<file path="src/rtl/rc4_key_dispatch.sv">
// Interleaved key-space dispatcher for NUM_CORES RC4 decrypt cores.
// Core i walks keys i, i+NUM_CORES, ... up to KEY_MAX; first hit (lowest index) wins.
module rc4_key_dispatch #(
    parameter int                   NUM_CORES = 4,
    parameter int                   KEY_WIDTH = 24,
    parameter logic [KEY_WIDTH-1:0] KEY_MAX   = 24'h3FFFFF,
    parameter int                   CW        = (NUM_CORES > 1) ? $clog2(NUM_CORES) : 1
) (
    input  logic                           CLOCK_50,
    input  logic                           reset_n,
    input  logic                           start,
    input  logic                           stop_req,
    output logic [NUM_CORES*KEY_WIDTH-1:0] core_key,
    output logic [NUM_CORES-1:0]           core_start,
    input  logic [NUM_CORES-1:0]           core_done,
    input  logic [NUM_CORES-1:0]           core_hit,
    output logic                           stop,
    output logic                           busy,
    output logic                           found,
    output logic                           exhausted,
    output logic [KEY_WIDTH-1:0]           found_key,
    output logic [CW-1:0]                  found_core
);

    typedef enum logic [2:0] {
        IDLE,
        LAUNCH,
        RUN,
        FOUND,
        EXHAUSTED,
        ABORTED
    } state_t;

    state_t                         state;
    logic [NUM_CORES-1:0]           retired;
    logic [NUM_CORES-1:0]           launch_retire;
    logic [NUM_CORES-1:0]           hit_vec;
    logic [NUM_CORES-1:0]           done_vec;
    logic [NUM_CORES-1:0]           retire_now;
    logic [NUM_CORES-1:0]           advance;
    logic [KEY_WIDTH:0]             step_sum [NUM_CORES];
    logic [NUM_CORES*KEY_WIDTH-1:0] next_key;
    logic [CW-1:0]                  win_idx;
    logic [KEY_WIDTH-1:0]           win_key;
    logic                           any_hit;
    logic                           all_retired;

    // One extra bit keeps the stride addition from wrapping past KEY_MAX.
    function automatic logic [KEY_WIDTH:0] key_step(input logic [KEY_WIDTH-1:0] k);
        return {1'b0, k} + (KEY_WIDTH+1)'(NUM_CORES);
    endfunction

    function automatic logic key_over(input logic [KEY_WIDTH:0] k);
        return k > {1'b0, KEY_MAX};
    endfunction

    always_comb begin
        hit_vec       = core_done & core_hit & ~retired;
        done_vec      = core_done & ~core_hit & ~retired;
        retire_now    = '0;
        advance       = '0;
        next_key      = '0;
        launch_retire = '0;
        win_idx       = '0;
        win_key       = '0;
        any_hit       = 1'b0;
        for (int i = 0; i < NUM_CORES; i++) begin
            step_sum[i]      = key_step(core_key[i*KEY_WIDTH +: KEY_WIDTH]);
            launch_retire[i] = key_over((KEY_WIDTH+1)'(i));
            retire_now[i]    = done_vec[i] & key_over(step_sum[i]);
            advance[i]       = done_vec[i] & ~key_over(step_sum[i]);
            next_key[i*KEY_WIDTH +: KEY_WIDTH] = step_sum[i][KEY_WIDTH-1:0];
        end
        // Descending scan so the lowest hitting index is the one that sticks.
        for (int i = NUM_CORES - 1; i >= 0; i--) begin
            if (hit_vec[i]) begin
                any_hit = 1'b1;
                win_idx = CW'(i);
                win_key = core_key[i*KEY_WIDTH +: KEY_WIDTH];
            end
        end
        all_retired = &(retired | retire_now);
    end

    always_ff @(posedge CLOCK_50) begin
        if (!reset_n) begin
            state      <= IDLE;
            core_key   <= '0;
            core_start <= '0;
            retired    <= '0;
            stop       <= 1'b0;
            busy       <= 1'b0;
            found      <= 1'b0;
            exhausted  <= 1'b0;
            found_key  <= '0;
            found_core <= '0;
        end else begin
            core_start <= '0;
            case (state)
                IDLE, FOUND, EXHAUSTED, ABORTED: begin
                    if (start) begin
                        found      <= 1'b0;
                        exhausted  <= 1'b0;
                        stop       <= 1'b0;
                        busy       <= 1'b0;
                        found_key  <= '0;
                        found_core <= '0;
                        for (int i = 0; i < NUM_CORES; i++)
                            core_key[i*KEY_WIDTH +: KEY_WIDTH] <= KEY_WIDTH'(i);
                        retired    <= launch_retire;
                        // First pulses are high during LAUNCH alongside the fresh keys.
                        core_start <= ~launch_retire;
                        state      <= LAUNCH;
                    end
                end
                LAUNCH: begin
                    if (&retired) begin
                        exhausted <= 1'b1;
                        stop      <= 1'b1;
                        state     <= EXHAUSTED;
                    end else begin
                        busy  <= 1'b1;
                        state <= RUN;
                    end
                end
                RUN: begin
                    if (any_hit) begin
                        found      <= 1'b1;
                        found_key  <= win_key;
                        found_core <= win_idx;
                        stop       <= 1'b1;
                        busy       <= 1'b0;
                        state      <= FOUND;
                    end else begin
                        retired <= retired | retire_now;
                        for (int i = 0; i < NUM_CORES; i++)
                            if (advance[i])
                                core_key[i*KEY_WIDTH +: KEY_WIDTH] <= next_key[i*KEY_WIDTH +: KEY_WIDTH];
                        if (all_retired) begin
                            exhausted <= 1'b1;
                            stop      <= 1'b1;
                            busy      <= 1'b0;
                            state     <= EXHAUSTED;
                        end else if (stop_req) begin
                            stop  <= 1'b1;
                            busy  <= 1'b0;
                            state <= ABORTED;
                        end else begin
                            core_start <= advance;
                        end
                    end
                end
                default: state <= IDLE;
            endcase
        end
    end

endmodule

</file>
<file path="config.mk">
export PLATFORM = sky130hd
export DESIGN_NAME = rc4_key_dispatch
export DESIGN_NICKNAME = d
export VERILOG_FILES = /design/src/rtl/rc4_key_dispatch.sv
export SDC_FILE = /design/constraint.sdc
export NUM_CORES = 1
export LEC_CHECK = 0
export CAP_MARGIN = 5
export CORE_ASPECT_RATIO = 1.4
export CORE_UTILIZATION = 38
export CTS_CLUSTER_DIAMETER = 120
export DETAILED_ROUTE_END_ITERATION = 8
export HOLD_SLACK_MARGIN = 0.15
export PLACE_DENSITY = 0.73
export SYNTH_ARGS = -nofsm -noshare
export SYNTH_HDL_FRONTEND = slang
export SYNTH_SLANG_ARGS = --single-unit
export TNS_END_PERCENT = 5
</file>
<file path="constraint.sdc">
create_clock -name CLOCK_50 -period 7.3 [get_ports CLOCK_50]
set_input_delay 0.73 -clock CLOCK_50 [delete_from_list [all_inputs] [get_ports CLOCK_50]]
set_output_delay 0.73 -clock CLOCK_50 [all_outputs]
set_load 0.05 [all_outputs]
</file>
# Yosys cells after proc, flatten, opt, wreduce, memory -nomap -nowiden
# Index checks and enable logic that the tools add are counted.
# classes
n_addsub	4
n_mul	0
n_div	0
magnitude_cmp	4
eq_ne	16
n_shift	0
muxes	55
n_bitwise	19
reduce_logical	16
# op_table
cell	n
$mux 24	10
$mux 96	2
$pmux 96 s2	1
$add 24x3->25 const B	4
$gt 25x22->1 const B	4
$pmux 24 s2	1
$reduce_and 4->1	8
$mux 4	6
$ne 2x2->1 const B	10
$and 4x4->4	4
$mux 1	16
$pmux 4 s2	2
$mux 3	5
$mux 2	6
$pmux 1 s3	3
$pmux 3 s3	1
$and 1x1->1	8
$not 4->4	2
$eq 3x2->1 const B	2
$eq 3x3->1 const B	2
$reduce_and 3->1	2
$reduce_and 5->1	1
$ne 4x4->1 const B	1
$not 1->1	4
other kinds (9)	9
# word_totals
register_bits	137
latch_bits	0
mem_bits_rw	0
mem_bits_ro	0
input_bits	12
output_inout_bits	130
word_cells	127
memories	0

# Longest topological paths before layout
# Gate-level depths: netlist of run 1.
# logic_depth
ltp_word	9
mapped_depth	11
ltp_nobuf	9

# Worst setup path after synthesis of run 1
# OpenSTA, ideal clock, no wires.
# synth_timing
kind	reg2reg
startpoint	register core_key[75]
endpoint	register core_key[83]
setup_ps	74
arrival_time_ps	3088
required_ps	7226
setup_slack_ps	4138
stages_incl_launch_ff	11
path_buffers	1
synth_period_minus_slack_ps	3162
cell_sequence	dfxtp_1 ha_1 nand4_1 nor3_1 and2_1 o21ai_0 a31o_2 a2111oi_2 clkbuf_1 a21oi_1 a31oi_1
# synth_via
elab_chain_len	6
elab_cells_between_ends	9
classes_between	add/sub (1); order compare (1); eq/ne (1); mux (3); bitwise (2); reduce/logical (1)
# synth_lines
item	line_no	rtl
from (decl)	13	output logic [NUM_CORES*KEY_WIDTH-1:0] core_key,
from (signal, indexed assignment)	109	core_key[i*KEY_WIDTH +: KEY_WIDTH] <= KEY_WIDTH'(i);
from (signal, indexed assignment)	138	core_key[i*KEY_WIDTH +: KEY_WIDTH] <= next_key[i*KEY_WIDTH +: KEY_WIDTH];
$add 24x3->25 *	50	return {1'b0, k} + (KEY_WIDTH+1)'(NUM_CORES);
$gt 25x22->1	54	return k > {1'b0, KEY_MAX};
$not 1->1	71	advance[i] = done_vec[i] & ~key_over(step_sum[i]);
$and 1x1->1	71	
$ne 2x2->1 (no source line)	--	
$reduce_and 4->1 (no source line)	--	
# Mark *: on every way between the ends. The rest lies on a longest branch, timed or not. The select of a mux whose other input is x is not followed.
# A chain may end at the register's enable or synchronous reset.

# Final worst setup path of run 1
# layout_timing
startpoint	register core_key[75]
endpoint	register core_key[92]
# The elaborated chain is that of the path after synthesis.

==> impl_metrics.py, run 1 <==
metrics = {
    "setup_path": {
        "setup.worst_path.class": "flop to flop",
        "crit_arrival_ns": 4.06,
        "critical_path.startpoint_type": "flop",
        "sequence_of_cells_on_the_critical_path": "ha_1 -> nand4_1 -> nor3_1 -> and2_1 -> o21ai_0 -> a31o_2 -> a21oi_2 -> a21o_1 -> a31oi_1",
        "worst-endpoint-required_ns": 7.55,
        "worstPathBufferInverterCount": 0,
        "critical-path-top-delay-family": "compound AO/OA/AOI/OAI gates",
        "timing.critical_path.to_type": "flop",
        "cpPeakStageDelay_ns": 0.67,
        "cpMaxStageDelayCell": "sky130_fd_sc_hd__a21o_1",
        "crit_path_max_fanout": 20,
    },
    "grt": {
        "grtUsageTotal_pct": 24.7,
        "antenna_found_initial": 0,
        "overflow": 0,
        "grt_max_degree": 60,
        "grt_pass1_vias": 6481,
        "wire_length_of_the_first_global_routing_pass_um": 35200,
    },
    "synth": {
        "yosysTopAreaCellShare_pct": 38.2,
        "yosys_register_bits": 130,
        "postSynth.topFlopCell": "sky130_fd_sc_hd__dfxtp_1",
        "post_synthesis_cells": 869,
        "synth_warnings": 0,
        "synth.top_cells.by_area": "sky130_fd_sc_hd__dfxtp_1, sky130_fd_sc_hd__nor2_1, sky130_fd_sc_hd__nor3_1",
        "seq_area_frac_synth_pct": 38.2,
        "synthesized_area_per_cell_um2": 7.83,
        "syn_area_mm2": 0.00681,
        "asyncSetResetFlopFracSynth_pct": 0,
        "yosys.area.top_type": "sky130_fd_sc_hd__dfxtp_1",
        "post_synth_edffs": 0,
        "yosys.cell_types.count": 59,
    },
    "clock_network": {
        "latest_clock_arrival_within_the_worst_skew_pair_ns": 0.42,
        "htree_num_levels": 4,
        "cts_setup_buffers": 0,
        "clkSinkCount": 130,
        "holdBufCountCts": 0,
        "tritoncts.num_buffers": 17,
        "clockRootBuffer": "sky130_fd_sc_hd__clkbuf_16",
        "cts-root-to-sink-buffers": 2,
        "clk_pin_slew_worst_paths_ns": 0.06,
        "cts_tree": "done",
        "ctsResizeCount": 0,
    },
    "placed_design": {
        "port-buffer-count": 137,
        "detailedPlacementHpwl_um": 16400,
        "routabilityCongestion": 0.943,
    },
    "timing": {
        "timing.fmax_mhz": 263,
        "setup_viol": 0,
        "worst_slew_margin_rel_pct": 26.4,
        "setup_repair_after_global_routing_missed_its_margin": "no",
        "worst_clock_skew_ns": 0.00776,
        "slew_viol_final": 0,
        "finalHoldViolations": 0,
        "final.min_clock_period_ns": 3.81,
        "layout_worst_path_cycle_share_pct": 52.1,
        "worst_slew_pin_slew_ns": 1.10,
        "setup-tns-final_ns": 0,
    },
    "floorplan": {
        "die_width_um": 115,
        "initial_core_util_pct": 39.0,
        "fp.dieArea_mm2": 0.0185,
        "chipHeight_um": 160,
        "coreArea_mm2": 0.0175,
        "placement_rows": 57,
        "io_pins": 142,
    },
    "power": {
        "p_per_area_mw_per_mm2": 233,
        "ir_drop_mv": 0.138,
        "switchingPower_w": 0.000573,
        "seq_power_share_pct": 35.9,
        "leakagePower_nw": 2.87,
        "power.share.combinational_pct": 15.6,
        "report.power.total_w": 0.00209,
        "clock_power_share_pct": 48.5,
        "internal_power_w": 0.00152,
        "power.switching_fraction_pct": 27.4,
    },
    "routing": {
        "routed-via-count": 7138,
        "via_density_per_instance": 5.83,
        "iteration_count_of_the_initial_detailed_routing_pass": 5,
        "routed_len_inst_um": 18.4,
        "drc": 0,
        "drtIter0Drc": 707,
        "drtAntennaViolNets": 0,
        "routed_wirelength_um": 22500,
    },
    "final_layout": {
        "layout_common_cells": "sky130_fd_sc_hd__clkdlybuf4s50_1, sky130_fd_sc_hd__dfxtp_1, sky130_fd_sc_hd__nor2_1",
        "layout-drive-gt1-share_pct": 5.67,
        "n_fill_cell": 1679,
        "layout.cells.most_common": "sky130_fd_sc_hd__clkdlybuf4s50_1",
        "layout.nets": 994,
        "num_antenna_cells": 0,
        "area_growth_syn_to_layout_pct": 31.8,
    },
    "min_path": {
        "min_path_type": "flop to flop",
    },
    "run_status": {
        "run_status": "finished, final reports clean",
    },
    "run": {
        "maxCapViolCount": 0,
    },
}
-- worst paths after layout --
kind                                   start  depth (start not counted)  slack, ns      endpoint
worst min register to register         found                          2       0.46         found
worst min-delay path                   found                          2       0.46         found
worst max register to register  core_key[75]                          9       3.49  core_key[92]
worst max-delay path            core_key[75]                          9       3.49  core_key[92]
-- cell families after synthesis --
logic type                 count (synthesis)  share of synthesized area [%]
and+or+nand+nor                          386                           27.7
DFF                                      130                           38.2
other                                      1                         0.0551
adders and majority gates                  7                           1.29
xor gates and xnor gates                  54                           6.95
AOI/OAI and AO/OA                        201                           19.8
muxes                                      3                          0.441
buffers and inverters                     87                           5.55
-- routing by layer --
layer  global-route usage, %  routed length, um
met1                    30.4               8700
met2                    42.1              11200
met3                    3.66               1720
met4                    11.3                828
met5                       0                  0
-- Yosys cell counts, drive strengths merged (4+ instances only) --
library cell	count
a221oi	22
xor2	20
nand4	22
o21a	4
nor4	15
a31oi	21
clkbuf	44
nor2b	8
o21ai	30
inv	26
and3	15
and4	4
a211oi	30
ha	7
nor2	111
a2111oi	4
or2	4
or3	13
a21oi	58
and2	6
xnor2	34
o31ai	6
dfxtp	130
buf	17
nor3	69
nand3	40
nand2	66
-- final cells by class --
class | count | area [um^2] | share of cell area (%)
Clock inverter | 9 | 224 | 2.50
Clock buffer | 23 | 468 | 5.22
Sequential cell | 130 | 2600 | 29.0
Tap cell | 236 | 295 | 3.29
Multi-Input combinational cell | 655 | 3850 | 42.9
Timing Repair Buffer | 145 | 1430 | 16.0
Inverter | 26 | 97.6 | 1.09
-- metrics by stage --
stage	hold slack (ns)	util, %	area (um^2)	cells	setup slack, ns
floorplan	0.519	-	6820	872	4.14
global placement	0.459	47.4	8280	1192	3.50
detailed placement	0.461	47.4	8280	1192	3.37
CTS	0.468	51.3	8970	1224	3.56
global route	0.493	51.3	8970	1224	3.18
finish	0.463	51.3	8970	1224	3.49
-- flip-flops by register name (all words and copies together), names as in the netlist --
signal,count
core_key,89
found_key,24
core_start,4
retired,4
state,3
found_core,2
busy,1
exhausted,1
found,1
stop,1
-- power by group through the flow --
stage / Sequential (W) / Combinational [W] / Clock [W]
floorplan: 0.000826 / 0.000171 / 0
global placement: 0.000766 / 0.000321 / 0
detailed placement: 0.000766 / 0.000324 / 0
CTS: 0.000750 / 0.000325 / 0.00101
global route: 0.000753 / 0.000349 / 0.00105
finish: 0.000750 / 0.000326 / 0.00101
-- worst reg2reg max path, stage by stage (launching register included) --
cell,delay [ns]
sky130_fd_sc_hd__dfxtp_1,0.48
sky130_fd_sc_hd__ha_1,0.42
sky130_fd_sc_hd__nand4_1,0.29
sky130_fd_sc_hd__nor3_1,0.48
sky130_fd_sc_hd__and2_1,0.30
sky130_fd_sc_hd__o21ai_0,0.11
sky130_fd_sc_hd__a31o_2,0.30
sky130_fd_sc_hd__a21oi_2,0.35
sky130_fd_sc_hd__a21o_1,0.67
sky130_fd_sc_hd__a31oi_1,0.23
Note: power is estimated with default switching activity, not from simulation.
==> inputs of run 2 (changes only) <==
--- a/config.mk
+++ b/config.mk
@@ -11,7 +11,7 @@
 export CTS_CLUSTER_DIAMETER = 120
 export DETAILED_ROUTE_END_ITERATION = 8
 export HOLD_SLACK_MARGIN = 0.15
-export PLACE_DENSITY = 0.73
+export PLACE_DENSITY = 0.76
 export SYNTH_ARGS = -nofsm -noshare
 export SYNTH_HDL_FRONTEND = slang
 export SYNTH_SLANG_ARGS = --single-unit
==> constraint.sdc (replaced) <==
create_clock -name CLOCK_50 -period 3.35 [get_ports CLOCK_50]
set_input_delay 0.335 -clock CLOCK_50 [delete_from_list [all_inputs] [get_ports CLOCK_50]]
set_output_delay 0.335 -clock CLOCK_50 [all_outputs]
set_load 0.05 [all_outputs]
==> impl_metrics.py, run 2 (synthesized netlist as in run 1, its figures left out) <==
metrics = {
    "setup_path": {
        "worst-endpoint-required_ns": 3.64,
        "critical-path-top-delay-family": "simple AND/OR/NAND/NOR gates",
        "depth_of_the_worst_register_to_register_path": 8,
        "critical_path.startpoint_type": "flop",
        "crit_path_max_fanout": 6,
        "worstPathBufferInverterCount": 0,
        "cell_depth_of_the_worst_setup_path": 8,
        "cpPeakStageDelay_ns": 0.94,
        "crit-reg2reg-launch": "core_key[60]",
        "reg2reg_slack_ns": 0.01,
        "timing.critical_path.to_type": "flop",
        "sequence_of_cells_on_the_critical_path": "nand4_1 -> nor4_1 -> and4_1 -> o211ai_1 -> a2111oi_2 -> nand3_1 -> xor2_1 -> nor2_1",
        "crit_arrival_ns": 3.63,
        "r2r_end": "core_key[61]",
        "cpMaxStageDelayCell": "sky130_fd_sc_hd__a2111oi_2",
        "setup.worst_path.class": "flop to flop",
    },
    "power": {
        "power.switching_fraction_pct": 28.4,
        "report.power.total_w": 0.00447,
        "leakagePower_nw": 2.99,
        "power.share.combinational_pct": 16.3,
        "internal_power_w": 0.00320,
        "ir_drop_mv": 0.276,
        "switchingPower_w": 0.00127,
        "p_per_area_mw_per_mm2": 489,
        "clock_power_share_pct": 47.1,
        "seq_power_share_pct": 36.6,
    },
    "placed_design": {
        "detailedPlacementHpwl_um": 17000,
        "routabilityCongestion": 0.916,
        "port-buffer-count": 137,
        "place_inst": 1218,
    },
    "clock_network": {
        "holdBufCountCts": 0,
        "tritoncts.num_buffers": 17,
        "cts_tree": "done",
        "cts-root-to-sink-buffers": 2,
        "clockRootBuffer": "sky130_fd_sc_hd__clkbuf_16",
        "latest_clock_arrival_within_the_worst_skew_pair_ns": 0.42,
        "clkSinkCount": 130,
        "htree_num_levels": 4,
        "ctsResizeCount": 0,
        "cts_setup_buffers": 0,
        "clk_pin_slew_worst_paths_ns": 0.06,
    },
    "final_layout": {
        "layout-drive-gt1-share_pct": 8.38,
        "largest_register_ffs": 89,
        "n_fill_cell": 1637,
        "layout.cells.most_common": "sky130_fd_sc_hd__clkdlybuf4s50_1",
        "area_growth_syn_to_layout_pct": 34.3,
        "register_containing_the_most_flip_flops_in_the_final_layout": "core_key",
        "layout_top_registers": "core_key x89, found_key x24",
        "layout_common_cells": "sky130_fd_sc_hd__clkdlybuf4s50_1, sky130_fd_sc_hd__dfxtp_1, sky130_fd_sc_hd__nor2_1",
        "layout.nets": 1020,
        "fin_cells": 1250,
        "finish.utilization_pct": 52.3,
        "num_antenna_cells": 0,
    },
    "timing": {
        "setup_viol": 0,
        "worst_slew_pin_slew_ns": 1.12,
        "final.min_clock_period_ns": 3.34,
        "worst_slew_margin_rel_pct": 25.3,
        "finalHoldViolations": 0,
        "layout_worst_path_cycle_share_pct": 99.6,
        "setup-tns-final_ns": 0,
        "setup_repair_after_global_routing_missed_its_margin": "yes",
        "slew_viol_final": 0,
        "worst_clock_skew_ns": 0.00903,
        "timing.fmax_mhz": 300,
    },
    "grt": {
        "grtUsageTotal_pct": 25.4,
        "wire_length_of_the_first_global_routing_pass_um": 35900,
        "antenna_found_initial": 0,
        "grt_max_degree": 60,
        "grt_pass1_vias": 6639,
        "overflow": 0,
    },
    "floorplan": {
        "fp.dieArea_mm2": 0.0185,
        "placement_rows": 57,
        "chipHeight_um": 160,
        "initial_core_util_pct": 39.0,
        "io_pins": 142,
        "coreArea_mm2": 0.0175,
        "die_width_um": 115,
    },
    "run_status": {
        "run_status": "finished, final reports clean",
    },
    "min_path": {
        "hp-start": "found",
        "whs_endpoint": "found",
        "min_path_type": "flop to flop",
        "holdPathStages": 2,
    },
    "routing": {
        "drc": 0,
        "iteration_count_of_the_initial_detailed_routing_pass": 5,
        "routed-via-count": 7197,
        "routed_wirelength_um": 22900,
        "drtIter0Drc": 723,
        "drtAntennaViolNets": 0,
        "routed_len_inst_um": 18.3,
        "via_density_per_instance": 5.76,
    },
    "run": {
        "maxCapViolCount": 0,
    },
}
## run 2: cell count changes in the layout (fill, tap and decap cells not counted), sizes merged
cell	previous run	this run
buf	8	34
bufinv	7	6
clkbuf	23	18
clkinv	1	6
clkinvlp	0	2
inv	27	26
## run 2: per-stage QoR
step	hold slack [ns]	setup slack, ns	instance area, um^2
after global routing	0.498	-0.0652	9140
after global placement	0.445	0.119	8470
final	0.455	0.0130	9140
after detailed placement	0.446	0.127	8470
after CTS	0.454	0.104	9140
after floorplan	0.488	0.188	6820
## run 2: power groups by stage
stage	clock network (W)	registers (W)	logic, W
2_1_floorplan	0	0.00180	0.000374
3_3_place_gp	0	0.00167	0.000710
3_5_place_dp	0	0.00167	0.000716
4_1_cts	0.00212	0.00164	0.000717
5_1_grt	0.00219	0.00164	0.000776
6_report	0.00211	0.00164	0.000726
## run 2: worst min-delay path: stages, from the launching register on
cell	delay, ns
sky130_fd_sc_hd__dfxtp_1	0.31
sky130_fd_sc_hd__nand2_1	0.05
sky130_fd_sc_hd__a21oi_1	0.05
## run 2: metal layers
| metal | vias to the layer above | wire [um] | global-route usage, % |
|---|---|---|---|
| met2 | 356 | 11300 | 42.3 |
| met5 | - | 0 | 0 |
| li1 | 3400 | - | - |
| met4 | 0 | 1040 | 14.3 |
| met3 | 67 | 1620 | 4.00 |
| met1 | 3374 | 8950 | 30.7 |
## run 2: worst max path at each step
stage	startpoint	slack, ns	to
after floorplan	core_key[75]	0.19	core_key[83]
after global placement	core_key[60]	0.12	core_key[61]
after detailed placement	core_key[59]	0.13	core_key[61]
after CTS	core_key[59]	0.10	core_key[61]
after global routing	core_key[59]	-0.07	core_key[64]
final	core_key[60]	0.01	core_key[61]
## run 2: area by class of cell
type	instances	area (um^2)	area share (%)
clock buffer	18	429	4.70
clock inverter	14	236	2.59
tap	236	295	3.23
inverter	26	97.6	1.07
multi-input combinational	655	3850	42.1
sequential	130	2600	28.5
timing repair buffer	171	1630	17.8
==> inputs of run 3 (changes only) <==
--- a/config.mk
+++ b/config.mk
@@ -5,9 +5,9 @@
 export SDC_FILE = /design/constraint.sdc
 export NUM_CORES = 1
 export LEC_CHECK = 0
-export CAP_MARGIN = 5
 export CORE_ASPECT_RATIO = 1.4
 export CORE_UTILIZATION = 38
+export CTS_BUF_LIST = sky130_fd_sc_hd__clkbuf_4 sky130_fd_sc_hd__clkbuf_8 sky130_fd_sc_hd__clkbuf_16
 export CTS_CLUSTER_DIAMETER = 120
 export DETAILED_ROUTE_END_ITERATION = 8
 export HOLD_SLACK_MARGIN = 0.15
==> impl_metrics.py, run 3 (synthesized netlist as in run 1, its figures left out) <==
metrics = {
    "floorplan": {
        "coreArea_mm2": 0.0175,
        "chipHeight_um": 160,
        "fp.dieArea_mm2": 0.0185,
        "die_width_um": 115,
        "io_pins": 142,
        "initial_core_util_pct": 39.0,
        "placement_rows": 57,
    },
    "placed_design": {
        "port-buffer-count": 137,
        "placement.setup.worst_slack_ns": 0.127,
        "dpl_cell_area_mm2": 0.00847,
        "routabilityCongestion": 0.916,
        "detailedPlacementHpwl_um": 17000,
    },
    "clock_network": {
        "latest_clock_arrival_within_the_worst_skew_pair_ns": 0.42,
        "cts_setup_buffers": 0,
        "ctsResizeCount": 0,
        "tritoncts.num_buffers": 17,
        "clk_pin_slew_worst_paths_ns": 0.06,
        "clkSinkCount": 130,
        "cts_tree": "done",
        "cts-root-to-sink-buffers": 2,
        "clockRootBuffer": "sky130_fd_sc_hd__clkbuf_16",
        "htree_num_levels": 4,
    },
    "routing": {
        "drtAntennaViolNets": 0,
        "routed_len_inst_um": 18.3,
        "iteration_count_of_the_initial_detailed_routing_pass": 6,
        "routed_wirelength_um": 22900,
        "routed-via-count": 7252,
        "drc": 0,
        "via_density_per_instance": 5.80,
        "drtIter0Drc": 705,
    },
    "grt": {
        "antenna_found_initial": 0,
        "wire_length_of_the_first_global_routing_pass_um": 35900,
        "overflow": 0,
        "grtUsageTotal_pct": 25.3,
        "grt_max_degree": 60,
        "grt_pass1_vias": 6636,
    },
    "final_layout": {
        "layout-drive-gt1-share_pct": 8.48,
        "layout.nets": 1020,
        "n_fill_cell": 1637,
        "finish.utilization_pct": 52.3,
        "num_antenna_cells": 0,
        "layout_top_registers": "core_key x89, found_key x24",
        "layout.cells.most_common": "sky130_fd_sc_hd__clkdlybuf4s50_1",
        "largest_register_ffs": 89,
        "area_growth_syn_to_layout_pct": 34.3,
        "register_containing_the_most_flip_flops_in_the_final_layout": "core_key",
        "layout_common_cells": "sky130_fd_sc_hd__clkdlybuf4s50_1, sky130_fd_sc_hd__dfxtp_1, sky130_fd_sc_hd__nor2_1",
        "fin_area_mm2": 0.00914,
    },
    "setup_path": {
        "critical-path-top-delay-family": "simple AND/OR/NAND/NOR gates",
        "crit_path_max_fanout": 6,
        "setup.worst_path.class": "flop to flop",
        "timing.critical_path.to_type": "flop",
        "reg2reg_slack_ns": 0.03,
        "depth_of_the_worst_register_to_register_path": 8,
        "worst_setup_path_startpoint": "core_key[60]",
        "cpMaxStageDelayCell": "sky130_fd_sc_hd__a2111oi_2",
        "crit_arrival_ns": 3.61,
        "cell_depth_of_the_worst_setup_path": 8,
        "worst_setup_path_endpoint": "core_key[61]",
        "worstPathBufferInverterCount": 0,
        "worst-endpoint-required_ns": 3.64,
        "sequence_of_cells_on_the_critical_path": "nand4_1 -> nor4_1 -> and4_1 -> o211ai_1 -> a2111oi_2 -> nand3_1 -> xor2_1 -> nor2_1",
        "r2r_end": "core_key[61]",
        "crit-reg2reg-launch": "core_key[60]",
        "cpPeakStageDelay_ns": 0.94,
        "critical_path.startpoint_type": "flop",
    },
    "timing": {
        "layout_worst_path_cycle_share_pct": 99.2,
        "slew_viol_final": 0,
        "finalHoldViolations": 0,
        "worst_slew_pin_slew_ns": 1.14,
        "setup-tns-final_ns": 0,
        "setup_repair_after_global_routing_missed_its_margin": "yes",
        "final.min_clock_period_ns": 3.32,
        "final_critical_path_setup_slack_ns": 0.0283,
        "timing.fmax_mhz": 301,
        "setup_viol": 0,
        "worst_clock_skew_ns": 0.00858,
        "worst_slew_margin_rel_pct": 23.9,
    },
    "run": {
        "maxCapViolCount": 0,
    },
    "power": {
        "p_per_area_mw_per_mm2": 489,
        "leakagePower_nw": 2.99,
        "ir_drop_mv": 0.276,
    },
    "min_path": {
        "hp-start": "found",
        "min_path_type": "flop to flop",
    },
    "run_status": {
        "run_status": "finished, final reports clean",
    },
}
-- run 3: changes by cell type in the layout (fill, tap and decap cells not counted) --
| cell | change |
|---|---|
| sky130_fd_sc_hd__clkbuf_1 | -1 |
| sky130_fd_sc_hd__clkbuf_4 | +1 |
-- run 3: per-layer routing --
layer	up-vias	track usage [%]	share of wire (%)
met2	392	42.3	49
met3	74	4.00	8.0
met1	3385	30.7	38
met4	0	14.3	4.7
met5	-	0	0
li1	3401	-	-
-- run 3: power by group --
part | total (W) | internal (W) | switching (W) | leakage [nW]
logic | 0.000726 | 0.000209 | 0.000516 | 1.62
clock network | 0.00211 | 0.00140 | 0.000707 | 0.323
registers | 0.00164 | 0.00159 | 0.0000418 | 1.05
-- run 3: repair_timing --
item,4_1_cts,5_1_grt
endpoints found under the hold margin,0,0
hold buffers,0,0
setup endpoints to repair,0,5
-- run 3: how the worst min path moves through the flow --
| stage | cells after the start | slack, ns | endpoint |
|---|---|---|---|
| floorplan | 1 | 0.49 | core_key[22] |
| global placement | 2 | 0.45 | found |
| detailed placement | 2 | 0.45 | found |
| CTS | 2 | 0.45 | found |
| global route | 2 | 0.50 | found |
| finish | 2 | 0.46 | found |
-- run 3: tightest hold or removal path: stages, from the launching register on --
cell and delay (ns):
sky130_fd_sc_hd__dfxtp_1 0.31, sky130_fd_sc_hd__nand2_1 0.05, sky130_fd_sc_hd__a21oi_1 0.05
-- run 3: cell type report --
cell class                 instances  area [um^2]  area share (%)
timing repair buffer             171         1630            17.8
clock buffer                      18          433            4.74
inverter                          26         97.6            1.07
clock inverter                    14          236            2.59
sequential                       130         2600            28.5
tap                              236          295            3.23
multi-input combinational        655         3850            42.1
-- run 3: metrics by stage --
stage | instances | hold slack [ns] | power (W)
5_1_grt | 1250 | 0.498 | 0.00462
6_report | 1250 | 0.455 | 0.00447
3_5_place_dp | 1218 | 0.446 | 0.00238
2_1_floorplan | 872 | 0.488 | 0.00217
3_3_place_gp | 1218 | 0.445 | 0.00238
4_1_cts | 1250 | 0.454 | 0.00448
